$ cat config.mk
export PLATFORM = sky130hd
export DESIGN_NAME = serial_byte_deserializer
export DESIGN_NICKNAME = d
export VERILOG_FILES = /design/src/rtl/vec_pkg.sv /design/src/rtl/sat_counter.sv /design/src/rtl/serial_byte_deserializer.sv
export SDC_FILE = /design/constraint.sdc
export NUM_CORES = 1
export LEC_CHECK = 0
export CAP_MARGIN = 25
export CORE_ASPECT_RATIO = 0.75
export CORE_MARGIN = 2
export CORE_UTILIZATION = 45
export DETAILED_ROUTE_END_ITERATION = 8
export PLACE_DENSITY = 0.73
export SLEW_MARGIN = 30
export SYNTH_ARGS = -nofsm -noshare
export SYNTH_HDL_FRONTEND = slang
export SYNTH_HIERARCHICAL = 1
export SYNTH_SLANG_ARGS = --single-unit
export TNS_END_PERCENT = 1
$ cat constraint.sdc
create_clock -name clk -period 1.6 [get_ports clk]
set_input_delay 0.32 -clock clk [delete_from_list [all_inputs] [get_ports clk]]
set_output_delay 0.32 -clock clk [all_outputs]
set_load 0.03 [all_outputs]
$ cat src/rtl/vec_pkg.sv
// vec_pkg: shared byte type and the deserializer's word-phase encoding
package vec_pkg;
    localparam int BYTE_W = 8;
    typedef logic [BYTE_W-1:0] byte_t;
    typedef enum logic {COLLECT, LAST} phase_t;
endpackage

$ cat src/rtl/sat_counter.sv
// sat_counter: up counter that sticks at all-ones instead of wrapping
module sat_counter #(
    parameter int CNT_W = 16
) (
    input  logic             clk,
    input  logic             reset,
    input  logic             inc,
    output logic [CNT_W-1:0] count
);
    // count up on inc, hold once every bit is set
    always_ff @(posedge clk or posedge reset)
        if (reset) count <= '0;
        else if (inc && count != '1) count <= count + 1'b1;
endmodule

$ cat src/rtl/serial_byte_deserializer.sv
// serial_byte_deserializer: packs a bit-serial stream into WIDTH-bit words with valid/ready output
module serial_byte_deserializer
    import vec_pkg::*;
#(
    parameter int WIDTH     = 8,
    parameter bit LSB_FIRST = 0,
    parameter int CNT_W     = 16
) (
    input  logic             clk,
    input  logic             reset,
    input  logic             bit_in,
    input  logic             bit_valid,
    output logic             bit_ready,
    input  logic             align,
    output logic [WIDTH-1:0] out_data,
    output logic             out_valid,
    input  logic             out_ready,
    output logic [CNT_W-1:0] word_count
);
    localparam int CW = $clog2(WIDTH);
    localparam logic [CW-1:0] TOP = CW'(WIDTH - 1);

    logic [CW-1:0]    cnt, cnt_nxt, k, pos;
    logic [WIDTH-1:0] sr, sr_nxt, data_nxt;
    logic             accept, done, consume, valid_nxt;
    phase_t           phase;

    // phase, backpressure, bit placement and next word/output state
    always_comb begin
        phase     = (cnt == TOP) ? LAST : COLLECT;
        bit_ready = align || !(phase == LAST && out_valid && !out_ready);
        accept    = bit_valid && bit_ready;
        k         = align ? '0 : cnt;
        pos       = LSB_FIRST ? k : TOP - k;
        sr_nxt    = align ? '0 : sr;
        if (accept) sr_nxt[pos] = bit_in;
        done      = accept && !align && phase == LAST;
        cnt_nxt   = accept ? (done ? '0 : k + 1'b1) : k;
        consume   = out_valid && out_ready;
        valid_nxt = done || (out_valid && !out_ready);
        data_nxt  = done ? sr_nxt : out_data;
    end

    // state registers; reset drops any pending word immediately
    always_ff @(posedge clk or posedge reset)
        if (reset) begin
            cnt       <= '0;
            sr        <= '0;
            out_data  <= '0;
            out_valid <= 1'b0;
        end else begin
            cnt       <= cnt_nxt;
            sr        <= sr_nxt;
            out_data  <= data_nxt;
            out_valid <= valid_nxt;
        end

    sat_counter #(.CNT_W(CNT_W)) u_word_count (
        .clk   (clk),
        .reset (reset),
        .inc   (consume),
        .count (word_count)
    );
endmodule

== After elaboration in Yosys (flattened, before gate mapping) ==
Cells that the tools add are included.

* Add/subtract/negate cells: 3
* $lt $le $gt $ge: 2
* Equal/unequal tests: 2
* Mux-type cells: 9
* Reduce and logical (&&, ||, !) cells: 14

{| class="wikitable"
|+ Operators with widths
! cell !! number
|-
| adder 16 x 1 -> 16 bit (second input constant) || 1
|-
| 2-to-1 mux 8 bit || 2
|-
| inequality test 16 bit (second input constant) || 1
|-
| logical AND 1 bit || 9
|-
| 2-to-1 mux 3 bit || 3
|-
| bitwise mux 8 bit || 1
|-
| less-than comparator 3 x 4 -> 1 bit (second input constant) || 1
|-
| adder 3 x 1 -> 3 bit (second input constant) || 1
|-
| demux 1 bit (select 3 bit) || 1
|-
| equality test 3 bit (second input constant) || 1
|-
| >= comparator 3 x 1 -> 1 bit (second input constant) || 1
|-
| logical NOT 1 bit || 3
|-
| subtractor 3 bit (first input constant) || 1
|-
| logical OR 1 bit || 2
|-
| 2-to-1 mux 1 bit || 2
|}

* Register bits after elaboration: 36
* Input bits: 6
* Output and inout bits: 26
* Logic and storage cells: 35

== Depth between registers and ports, before layout ==
* Depth after elaboration: 11
* Depth in mapped cells: 7
* Depth with buffers taken out: 6

== Cells and area by module ==
Netlist, hierarchy kept.

{| class="wikitable"
|+ Modules (own cells, without submodules)
! module !! instances !! cells an instance !! area each (um^2) !! sequential area each (um^2)
|-
| serial_byte_deserializer || 1 || 94 || 1008.5 || 475.5
|-
| sat_counter || 1 || 71 || 805.8 || 400.4
|}

== Worst setup path before layout ==
Ideal clock, no wire load.

* Path type: flip-flop to flip-flop
* Start: register u_word_count.count[0]
* End: register u_word_count.count[1]
* Library setup time: 0.125 ns
* Data arrival time: 1.594 ns
* Data required time: 1.475 ns
* Path slack: -0.119 ns
* Stages on the path, launching flop included: 6
* Buffers on the path: 0
* Clock period less this slack: 1.719 ns
* Cells stage by stage: dfrtp_1 -> ha_1 -> and3_1 -> nand4_4 -> nand2_2 -> mux2_2

* Cells in the longest elaborated chain, start to end: 2
* Elaborated cells on any way between the ends: 3
* Classes of those cells: add/sub: 1; eq/ne: 1; reduce/logical: 1

{| class="wikitable"
|+ Ends and longest elaborated chain
! what !! RTL line !! text
|-
| start, declared || sat_counter.sv:8 || <nowiki>output logic [CNT_W-1:0] count</nowiki>
|-
| start signal, assigned || sat_counter.sv:13 || <nowiki>else if (inc && count != '1) count <= count + 1'b1;</nowiki>
|-
| parallel branches: the longest is 2 deep, another holds adder 16 x 1 -> 16 bit || - ||
|}

Parallel ways; which one is timed is not known.
A chain may end at the register's enable or synchronous reset.

== Worst setup path in the final report ==
* Start: register out_valid
* End: output bit_ready

* Cells in the longest elaborated chain, start to end: 4

{| class="wikitable"
|+ Ends and longest elaborated chain
! what !! RTL line !! text
|-
| start, declared || serial_byte_deserializer.sv:16 || <nowiki>output logic out_valid,</nowiki>
|-
| start signal, assigned || serial_byte_deserializer.sv:55 || <nowiki>out_valid <= valid_nxt;</nowiki>
|-
| logical AND 1 bit (2 in a row) || serial_byte_deserializer.sv:31 || <nowiki>bit_ready = align || !(phase == LAST && out_valid && !out_ready);</nowiki>
|-
| logical NOT 1 bit || serial_byte_deserializer.sv:31 ||
|-
| logical OR 1 bit || serial_byte_deserializer.sv:31 ||
|-
| end, declared || serial_byte_deserializer.sv:13 || <nowiki>output logic bit_ready,</nowiki>
|}

Every way passes these cells.

==> impl_metrics.csv <==
group,metric,value,unit
setup_path,crit_type,"reg2out",
clocking,hold_buffers,0,
die,die_x,77.3,um
grt,gr-usage-all-layers,17.7,%
setup_path,path_cells,"and2b_2 -> nand4_1 -> buf_6",
die,start_util,48.3,%
timing,finClkSkew,0.00853,ns
logic_synthesis,synth_cell_types,41,
place,port_buffers,31,
timing,setup_viol,0,
logic_synthesis,synth_nets,173,
die,die-area,0.00456,mm2
logic_synthesis,synth_top_area_share,48.3,%
final_layout,layout_commonest_cell,"dfrtp_1",
place,place_congestion,0.857,
drt,wl_per_cell,14.1,um
logic_synthesis,synth_mux_area_share,10.3,%
logic_synthesis,yosys_most_used_dff,"dfrtp_1",
logic_synthesis,synth-simple-area-share,23.8,%
final_layout,mostFrequentLayoutCells,"dfrtp_1, dlygate4sd2_1, buf_4",
die,core-area,0.00376,mm2
setup_path,crit_cells,3,
setup_path,critical_path_buf_inv_count,1,
drt,vias_per_cell,5.21,
clocking,htreeDepth,2,
logic_synthesis,synth_fa_ha_area_share,1.38,%
logic_synthesis,synth_xor_area_share,5.31,%
timing,hold_viol,0,
grt,grt_pass1_vias,1408,
power_and_ir_drop,p_total,1850,uW
logic_synthesis,synthArstFlopShare,100,%
final_layout,regArea,882,um2
logic_synthesis,syn_avg_cell_area,11.0,um2
power_and_ir_drop,power_density,784,mW/mm2
die,rows,19,
drt,vias,1392,
final_layout,diodes,0,
drt,ant_nets,0,
grt,grt.overflow.total,0,
setup_path,r2r_start,"u_word_count/count[1]",
logic_synthesis,ys_top_cells_by_area,"dfrtp_1, xnor2_1, mux2i_1",
timing,min_period_over_period,96.1,%
setup_path,endpoint,"bit_ready",
clocking,clk_latency,0.28,ns
timing,rsz0062_at_grt,"yes",
timing,slew_violations,0,
grt,grt_pass1_wl,6150,um
clocking,root_buffer,"clkbuf_8",
setup_path,critPathLaunchType,"flip-flop",
final_layout,final_nets,222,
setup_path,cpLargestDelayFamily,"flip-flops",
logic_synthesis,syn_inst,165,
logic_synthesis,ys.warnings.count,6,
grt,grt_max_degree,20,
clocking,cts.reportedPaths.clkPinSlew,0.07,ns
clocking,cts_max_path_buffers,2,
drt,drt_iter0_drc,99,
final_layout,fillers,343,
die,die_h,59.0,um
power_and_ir_drop,p_leak,0.00119,uW
drt,drtPass1Iterations,4,
setup_path,reg2reg_setup_slack,0.08,ns
hold_path,min_path_type,"in2async",
final_layout,fin_util,63.0,%
final_layout,syn_to_final_growth,30.3,%
grt,antenna_found_initial,0,
timing,final.setup.tns,0,ns
drt,wl,3780,um
final_layout,multi_input_area,861,um2
clocking,cts.sinks,35,
clocking,numCtsBuffers,5,
place,place_hpwl,2850,um
setup_path,slowest_delay,0.42,ns
logic_synthesis,synthesis.area,0.00181,mm2
setup_path,required,1.28,ns
final_layout,layout-drive-gt1-share,27.0,%
timing,max-slew-margin-rel,75.5,%
logic_synthesis,synth_edf_count,0,
drt,drc_errors,0,
die,pin_count,32,
timing,tightest_slew,0.362,ns
setup_path,r2r_cells,5,
timing,clock.fmax,650,MHz
power_and_ir_drop,peakVddDrop,0.550,mV
setup_path,path_max_fanout,6,
setup_path,critPathLaunch,"out_valid",
setup_path,crit_slowest_cell,"dfrtp_2",
logic_synthesis,yosysSeqAreaShare,48.3,%
setup_path,end_kind,"primary output",
flow_run,timing.max_cap.violations,0,
status,status,"finished, final reports clean",
logic_synthesis,synth_compound_area_share,5.24,%
setup_path,cp.arrival,1.22,ns
setup_path,regToRegEndpoint,"u_word_count/count[14]",
logic_synthesis,synth-seq-cells,35,
timing,fin_crit,1.54,ns
clocking,cts_tree,"done",
logic_synthesis,synth_top_family_by_area,"simple AND/OR/NAND/NOR gates",
logic_synthesis,synth.largest_area_cell,"dfrtp_1",
[synthesized netlist by cell type (2+ instances only)]
library cell and number:
dfrtp_1 35, inv_1 12, xnor2_1 11, mux2i_1 9, nand2_1 9, nand3_1 9, nor2_1 8, mux2_2 6
nand4_1 6, nor2b_1 5, and3_1 4, o21ai_0 4, a21oi_1 3, and2_1 3, and4_1 3, buf_4 3
nand2b_1 3, nor3_1 3, buf_6 2, clkbuf_1 2, ha_1 2, mux2_4 2, nand2_2 2, o211ai_1 2
[repair_timing]
action,in CTS,in global routing
pin swaps,1,2
cloned,0,0
resized for setup,33,5
setup buffers,0,2
endpoints found under the hold margin,0,0
endpoints found under the setup margin,28,6
[layout make-up]
class,instances,share of cell area (%)
multi-input cells,110,36.4
clock buffers,7,3.65
repair buffers,50,17.8
flip-flops and latches,35,37.3
clock inverters,1,0.212
inverters,12,1.90
well taps,52,2.75
[registers in the layout (all words and copies together) (netlist names)]
register and count:
out_data 8, cnt 3, u_word_count/count 16, out_valid 1, sr 7
[worst register-to-register path, cell delays in order, from the launching register on]
cell and delay, ns:
dfrtp_2 0.39, ha_2 0.21, and4_4 0.24, nand3_2 0.11, nor2_1 0.12, mux2_2 0.34
[layer usage]
| metal | up-vias | part of all wire [%] | global-route usage, % |
|---|---|---|---|
| li1 | 673 | - | - |
| met1 | 689 | 50 | 23.4 |
| met2 | 28 | 46 | 28.8 |
| met3 | 2 | 3.2 | 4.57 |
| met4 | 0 | 0.56 | 6.12 |
| met5 | - | 0 | 0 |
[cell families after synthesis]
family                   after synthesis
multiplexers                          17
XOR/XNOR                              11
buffers and inverters                 20
flip-flops                            35
AO/OA/AOI/OAI                         14
AND/OR/NAND/NOR                       66
adder cells (fa/ha/maj)                2
[stage by stage]
| step | instance area, um2 | worst slack, ns | hold WS, ns | std cells |
|---|---|---|---|---|
| 3_3_place_gp | 2260 | -0.337 | 0.499 | 257 |
| 2_1_floorplan | 1820 | -0.0129 | 0.234 | 165 |
| 3_5_place_dp | 2260 | -0.408 | 0.505 | 257 |
| 5_1_grt | 2360 | -0.00503 | 0.399 | 267 |
| 6_report | 2360 | 0.0627 | 0.382 | 267 |
| 4_1_cts | 2330 | 0.00957 | 0.381 | 265 |
[power breakdown]
| part | internal (uW) | switching (uW) | leakage, uW |
|---|---|---|---|
| clock network | 347 | 297 | 0.0000482 |
| registers | 924 | 31.7 | 0.000447 |
| logic | 107 | 146 | 0.000693 |
[worst min-delay path by stage]
stage	endpoint	slack, ns	cells after the start
finish	u_word_count/count[3]	0.38	3
global route	u_word_count/count[3]	0.40	3
CTS	u_word_count/count[3]	0.38	3
detailed placement	out_data[3]	0.51	1
global placement	out_data[3]	0.50	1
floorplan	u_word_count/count[10]	0.23	1
No activity file was read; power rests on OpenSTA's default activity.
